**config.mk**
```make
export PLATFORM = sky130hd
export DESIGN_NAME = lr_stream_packer
export DESIGN_NICKNAME = d
export VERILOG_FILES = /design/src/rtl/lr_stream_packer.sv
export SDC_FILE = /design/constraint.sdc
export NUM_CORES = 1
export LEC_CHECK = 0
export ABC_CLOCK_PERIOD_IN_PS = 12000
export CORE_MARGIN = 8
export CORE_UTILIZATION = 45
export CTS_BUF_LIST = sky130_fd_sc_hd__clkbuf_8
export CTS_CLUSTER_DIAMETER = 50
export CTS_CLUSTER_SIZE = 25
export DETAILED_ROUTE_END_ITERATION = 16
export HOLD_SLACK_MARGIN = 0.1
export SYNTH_ARGS = -nofsm -noshare
export SYNTH_HDL_FRONTEND = slang
export SYNTH_SLANG_ARGS = --single-unit
```
**constraint.sdc**
```tcl
create_clock -name aclk -period 12 [get_ports aclk]
set_input_delay 3.6 -clock aclk [delete_from_list [all_inputs] [get_ports aclk]]
set_output_delay 3.6 -clock aclk [all_outputs]
set_load 0.01 [all_outputs]
```
**src/rtl/lr_stream_packer.sv**
```systemverilog
// Packs camera L/R pixel pairs into 32-bit LR AXI-Stream words, two pairs per word, with frame/line markers.
// A small output FIFO absorbs back-pressure, and sticky flags report framing errors and dropped words.
module lr_stream_packer #(
    parameter int C_AXIS_LR_TDATA_WIDTH = 32,
    parameter int LINE_PAIRS            = 640,
    parameter int FIFO_DEPTH            = 16
) (
    input  logic                             aclk,
    input  logic                             aresetn,
    input  logic                             cam_valid,
    input  logic [15:0]                      cam_data,
    input  logic                             cam_sof,
    input  logic                             cam_eol,
    input  logic                             err_clr,
    output logic                             m_axis_lr_tvalid,
    output logic [C_AXIS_LR_TDATA_WIDTH-1:0] m_axis_lr_tdata,
    input  logic                             m_axis_lr_tready,
    output logic                             m_axis_lr_tlast,
    output logic                             m_axis_lr_tuser,
    output logic                             err_line,
    output logic                             err_sof,
    output logic                             err_ovf
);

    localparam int CW   = $clog2(LINE_PAIRS + 1);
    localparam int AW   = $clog2(FIFO_DEPTH);
    localparam int CNTW = AW + 1;
    localparam logic [CW-1:0]   LP_CNT   = CW'(LINE_PAIRS);
    localparam logic [CNTW-1:0] FULL_CNT = CNTW'(FIFO_DEPTH);

    typedef enum logic [1:0] {
        WAIT_SOF = 2'd0,
        LOW      = 2'd1,
        HIGH     = 2'd2
    } state_t;

    state_t        state;
    logic [CW-1:0] pair_cnt;
    logic [CW-1:0] cnt_inc;
    logic          at_line_end;
    logic          sof_pend;
    logic [15:0]   low_half;

    // Word completed by the packer last cycle; it enters the FIFO on this edge.
    logic          push_vld;
    logic [31:0]   push_data;
    logic          push_last;
    logic          push_user;

    logic [33:0]     mem [FIFO_DEPTH];
    logic [AW-1:0]   wr_ptr;
    logic [AW-1:0]   rd_ptr;
    logic [AW-1:0]   rd_next;
    logic [CNTW-1:0] count;
    logic [CNTW-1:0] avail;
    logic            pop;
    logic            full;
    logic            wr;
    logic            drop;

    assign cnt_inc     = pair_cnt + CW'(1);
    assign at_line_end = (cnt_inc == LP_CNT);

    // Handshake: a word transfers on every rising edge where tvalid && tready; once raised,
    // tvalid and the word stay put until that transfer (only reset can withdraw them).
    assign pop     = m_axis_lr_tvalid && m_axis_lr_tready;
    assign full    = (count == FULL_CNT);
    assign wr      = push_vld && (!full || pop);
    assign drop    = push_vld && full && !pop;
    assign avail   = count - CNTW'(pop);
    assign rd_next = rd_ptr + AW'(pop);

    always_ff @(posedge aclk or negedge aresetn) begin
        if (!aresetn) begin
            state     <= WAIT_SOF;
            pair_cnt  <= '0;
            sof_pend  <= 1'b0;
            low_half  <= '0;
            push_vld  <= 1'b0;
            push_data <= '0;
            push_last <= 1'b0;
            push_user <= 1'b0;
            err_line  <= 1'b0;
            err_sof   <= 1'b0;
        end else begin
            push_vld <= 1'b0;
            if (err_clr) begin
                err_line <= 1'b0;
                err_sof  <= 1'b0;
            end
            if (cam_valid) begin
                if (cam_sof) begin
                    // A sof pair always opens a fresh frame as the low half, whatever came before.
                    if (state == HIGH || (state == LOW && pair_cnt != '0)) begin
                        err_sof <= 1'b1;
                    end
                    if (cam_eol) begin
                        push_vld  <= 1'b1;
                        push_data <= {16'h0000, cam_data};
                        push_last <= 1'b1;
                        push_user <= 1'b1;
                        err_line  <= 1'b1;
                        pair_cnt  <= '0;
                        sof_pend  <= 1'b0;
                        state     <= LOW;
                    end else begin
                        low_half <= cam_data;
                        pair_cnt <= CW'(1);
                        sof_pend <= 1'b1;
                        state    <= HIGH;
                    end
                end else begin
                    case (state)
                        WAIT_SOF: begin
                            state <= WAIT_SOF;
                        end
                        LOW: begin
                            if (cam_eol) begin
                                push_vld  <= 1'b1;
                                push_data <= {16'h0000, cam_data};
                                push_last <= 1'b1;
                                push_user <= sof_pend;
                                err_line  <= 1'b1;
                                pair_cnt  <= '0;
                                sof_pend  <= 1'b0;
                            end else begin
                                low_half <= cam_data;
                                pair_cnt <= cnt_inc;
                                state    <= HIGH;
                            end
                        end
                        HIGH: begin
                            push_vld  <= 1'b1;
                            push_data <= {cam_data, low_half};
                            push_last <= at_line_end || cam_eol;
                            push_user <= sof_pend;
                            sof_pend  <= 1'b0;
                            if (cam_eol != at_line_end) begin
                                err_line <= 1'b1;
                            end
                            pair_cnt <= (at_line_end || cam_eol) ? '0 : cnt_inc;
                            state    <= LOW;
                        end
                        default: begin
                            state <= WAIT_SOF;
                        end
                    endcase
                end
            end
            // A dropped frame-start word hands its tuser on to the next word.
            if (drop && push_user) begin
                sof_pend <= 1'b1;
            end
        end
    end

    always_ff @(posedge aclk) begin
        if (wr) begin
            mem[wr_ptr] <= {push_user, push_last, push_data};
        end
    end

    // Output registers hold the FIFO head; a word written this edge is visible one edge later.
    always_ff @(posedge aclk or negedge aresetn) begin
        if (!aresetn) begin
            wr_ptr           <= '0;
            rd_ptr           <= '0;
            count            <= '0;
            m_axis_lr_tvalid <= 1'b0;
            m_axis_lr_tdata  <= '0;
            m_axis_lr_tlast  <= 1'b0;
            m_axis_lr_tuser  <= 1'b0;
            err_ovf          <= 1'b0;
        end else begin
            if (wr) begin
                wr_ptr <= wr_ptr + AW'(1);
            end
            rd_ptr <= rd_next;
            count  <= count + CNTW'(wr) - CNTW'(pop);
            if (!m_axis_lr_tvalid || pop) begin
                m_axis_lr_tvalid <= (avail != '0);
                if (avail != '0) begin
                    {m_axis_lr_tuser, m_axis_lr_tlast, m_axis_lr_tdata} <= mem[rd_next];
                end
            end
            if (err_clr) begin
                err_ovf <= 1'b0;
            end
            if (drop) begin
                err_ovf <= 1'b1;
            end
        end
    end

endmodule

```
==> results.txt <==
----------------------------------------------------
[Clocking]
  Clock slew seen by the registers of the worst setup and hold paths ... 0.10 ns
  Num Clock Sinks ... 659
  Clock latency reported for the late side of the worst-skew pair ... 0.71 ns
  Max H-tree Level ... 2
  Post-cts gate resize count ... 0
  CTS Buffer Depth ... 3
  Cts hold-fix bufs ... 0
  Root Buffer Master ... clkbuf_8
  TritonCTS clock tree ... done
  TritonCTS buffer count ... 59
  Post CTS Setup Buffer Count ... 0

[Logic synthesis]
  Register bit count reported by yosys ... 659
  Area of the mapped netlist ... 25700 µm²
  Proportion of register bits with asynchronous set or reset after synthesis ... 17.5%
  Synthesized netlist net count ... 1329
  Number of enable flip-flop cells after synthesis ... 544
  Gate count of the mapped netlist ... 1285
  Number of distinct library cell variants in the gate-level netlist after synthesis ... 55
  Mean area per synthesized cell ... 20.0 µm²
  Fraction of the yosys area taken by sequential cells ... 74.8%
  Primary flip-flop cell chosen by synthesis mapping ... edfxtp_1
  Number of warning messages in the yosys log ... 0

[Critical path]
  Data required, critical path ... 12.54 ns
  CP Cell Sequence ... clkdlybuf4s50_1, and2_1, ha_4, ha_4, buf_4, mux4_2, mux2i_1, o221ai_1
  Element type at the critical path start ... input port
  Most used cell, CP ... ha_4
  Worst path buffer plus inverter count ... 2
  Peak fanout along the critical path ... 71
  Gate family responsible for the most delay along the worst path ... buffers and inverters
  Worst setup path category ... input port to flip-flop
  Delay of the slowest cell on the worst path ... 0.99 ns
  Slowest cell on crit path ... ha_4
  Crit path launch ... m_axis_lr_tready
  Reg-to-Reg Start ... m_axis_lr_tvalid
  Arrival time of the worst setup path ... 7.18 ns
  Kind of end point of the critical path ... flip-flop

[STA]
  Slew @ Worst Pin ... 1.16 ns
  RSZ-0062 raised after global routing ... no
  Worst clock skew on the final layout ... 0.0437 ns
  Final Worst Setup Slack ... 5.36 ns
  Worst slew margin relative to its limit ... 22.6%
  Number of pins exceeding their max-slew limit in the final report ... 0
  FMAX ... 151 MHz
  Final Hold Violating Endpoints ... 0
  Tcrit/Tclk final ... 55.4%
  Summed negative setup slack over all endpoints ... 0 ns
  Worst hold-check slack ... 0.499 ns
  Number of setup violations in the final report ... 0
  Crit path time final ... 6.64 ns

[Min path]
  Start point of the worst hold path ... m_axis_lr_tdata[11]
  Type of the most critical hold path ... flip-flop to flip-flop

[Drt]
  Post-detailed-routing wire length ... 57800 µm
  Routed wirelength normalized by instance count ... 26.7 µm
  Vias after detailed routing ... 12400
  Post-route ant nets ... 0
  Via-per-instance ratio ... 5.74
  Remaining routing DRC violations ... 0
  Drt first pass iters ... 5
  DRC marker count from the first detailed-route iteration ... 1134

[Placed design]
  Cells after DPL ... 2056
  Place WS ... 4.63 ns
  Dpl hpwl ... 28300 µm
  Global placer's final weighted congestion ... 0.767
  Placed standard-cell area ... 27200 µm²
  Buffers on Ports ... 60

[Layout]
  Post-route non-filler standard cell count ... 2169
  Fraction of layout instances using a drive strength above 1 ... 22.5%
  NumNets Final ... 1405
  Signed area change from the synthesized netlist to the final layout ... 12.0%
  Fill cell total of the finished layout ... 4630
  Share of the core filled with cells in the final layout ... 51.1%
  Design Area, Final ... 28800 µm²

[Pwr]
  Final Power ... 6.57 mW
  Internal power contribution ... 4.48 mW
  Leak Pwr ... 9.81 nW
  Max rail drop VDD ... 258 µV
  Net switching power figure ... 2.09 mW
  Clock network fraction of total power ... 24.9%
  Part of the power in combinational logic ... 29.9%
  Pwr Density ... 228 nW/µm²
  Net switching fraction of the power ... 31.8%
  Sequential share of power ... 45.2%

[Global routing]
  Final global-route overflow total ... 0
  Overall global routing resource usage ... 18.1%
  Wire length of the first global-routing pass ... 85800 µm
  Initial antenna violation count ... 2
  Maximum number of pins on one net before global-route repair ... 109
  Via count of the first global-routing pass ... 13000

[Floorplanning]
  Area of the core region ... 56400 µm²
  Site row count ... 87
  Width of the chip ... 255 µm
  Die Area ... 65000 µm²
  Die Ht ... 255 µm
  Initial Utilization ... 45.6%
  I/O pin count ... 61

[Flow run]
  Maxcap violations ... 0

[Outcome]
  Status ... finished, final reports clean

----------------------------------------------------
[cell usage after synthesis, types with 2 or more instances]
cell,instances,area share (%)
xnor2_1,6,0.20
a21oi_1,9,0.18
nor3_1,3,0.058
o22ai_1,4,0.097
o221ai_1,32,1.1
and3_1,8,0.19
nor3b_1,2,0.058
nor4_1,4,0.097
o21ai_0,32,0.62
o31ai_1,7,0.20
a22o_1,16,0.55
nand2_1,64,0.93
o221ai_2,3,0.18
mux2_2,16,0.70
ha_1,20,0.97
buf_4,6,0.18
nor2_1,25,0.37
dfrtp_1,115,11
nand4_1,2,0.049
mux4_2,136,12
buf_2,22,0.43
and2_1,9,0.22
mux2i_1,85,3.3
buf_6,4,0.18
xor2_1,4,0.14
a31oi_1,4,0.097
inv_1,27,0.39
clkbuf_1,36,0.53
and3b_1,2,0.068
nand3_1,7,0.14
nand2b_1,5,0.12
nor2b_1,4,0.097
edfxtp_1,544,64
[worst reg2reg max path, stage by stage, from the launching register on]
cell and delay, ns:
dfrtp_1 0.41, and2_1 0.23, ha_4 0.19, ha_4 0.99, buf_4 0.98, mux4_2 0.45
mux2i_1 0.17, o221ai_1 0.15
[final cells by class]
class | instances | area [µm²] | area share [%]
multi-input cells | 529 | 6160 | 21.4
clock inverters | 52 | 747 | 2.59
inverters | 28 | 105 | 0.365
repair buffers | 84 | 795 | 2.76
diodes | 1 | 2.50 | 0.00869
flip-flops and latches | 659 | 19200 | 66.7
well taps | 756 | 946 | 3.29
clock buffers | 60 | 826 | 2.87
[worst paths after layout]
| path | slack [ns] | cells after the start | end |
|---|---|---|---|
| setup reg to reg | 8.29 | 7 | m_axis_lr_tdata[4] |
| hold / removal | 0.50 | 2 | m_axis_lr_tdata[11] |
| max in group asynchronous | 7.77 | 2 | m_axis_lr_tdata[25] |
| hold reg to reg | 0.50 | 2 | m_axis_lr_tdata[11] |
| setup / recovery | 5.36 | 8 | m_axis_lr_tdata[4] |
| min in group asynchronous | 2.92 | 1 | m_axis_lr_tdata[9] |
[power groups by stage]
stage / clock [mW] / combinational (mW) / sequential [mW]
global placement: 0 / 1.98 / 3.01
CTS: 1.68 / 2.02 / 2.97
global route: 1.75 / 2.14 / 3.00
floorplan: 0 / 1.47 / 2.95
detailed placement: 0 / 2.01 / 3.02
finish: 1.63 / 1.96 / 2.97
[kinds of logic (layout without fill, tap and decap cells)]
group | after synthesis | in the layout | synth area share [%]
and+or+nand+nor | 145 | 145 | 2.83
xor gates and xnor gates | 10 | 10 | 0.341
AOI/OAI and AO/OA | 116 | 116 | 3.37
adders and majority gates | 21 | 21 | 1.05
buffers and inverters | 97 | 224 | 1.73
other | 0 | 1 | 0
DFF | 659 | 659 | 74.8
muxes | 237 | 237 | 15.9
[routing by layer]
layer / routed length [µm] / track usage (%) / share of wire, % / up-vias
met1: 25700 / 25.6 / 44 / 6666
met3: 3000 / 2.71 / 5.2 / 87
li1: - / - / - / 5355
met4: 1400 / 5.30 / 2.4 / 0
met5: 0 / 0 / 0 / -
met2: 27700 / 29.3 / 48 / 337
[placed cells by master (no fill, tap or decap), types with 5 or more instances in the layout]
cell type	Yosys	final
inv_1	27	28
and2_1	9	5
nand2b_1	5	5
o221ai_1	32	32
buf_4	6	23
o21ai_0	32	32
mux4_2	136	136
inv_8	0	8
nor2_1	25	21
clkinv_8	0	7
bufinv_16	0	9
a21oi_1	9	9
inv_12	0	5
nand2_1	64	63
inv_6	0	11
dfrtp_1	115	115
nand3_1	7	7
edfxtp_1	544	544
ha_1	20	18
clkdlybuf4s50_1	0	59
xnor2_1	6	6
mux2_2	16	16
o31ai_1	7	7
mux2i_1	85	85
a22o_1	16	16
clkbuf_8	0	60
[flip-flops by register name, indices dropped and copies added (netlist names)]
register          count
state                 2
push_vld              1
m_axis_lr_tdata      32
err_sof               1
count                 5
push_user             1
mem                 544
rd_ptr                4
wr_ptr                4
sof_pend              1
low_half             16
push_data            32
err_line              1
push_last             1
m_axis_lr_tlast       1
m_axis_lr_tuser       1
m_axis_lr_tvalid      1
pair_cnt             10
err_ovf               1
Note: power is estimated with default switching activity, not from simulation.
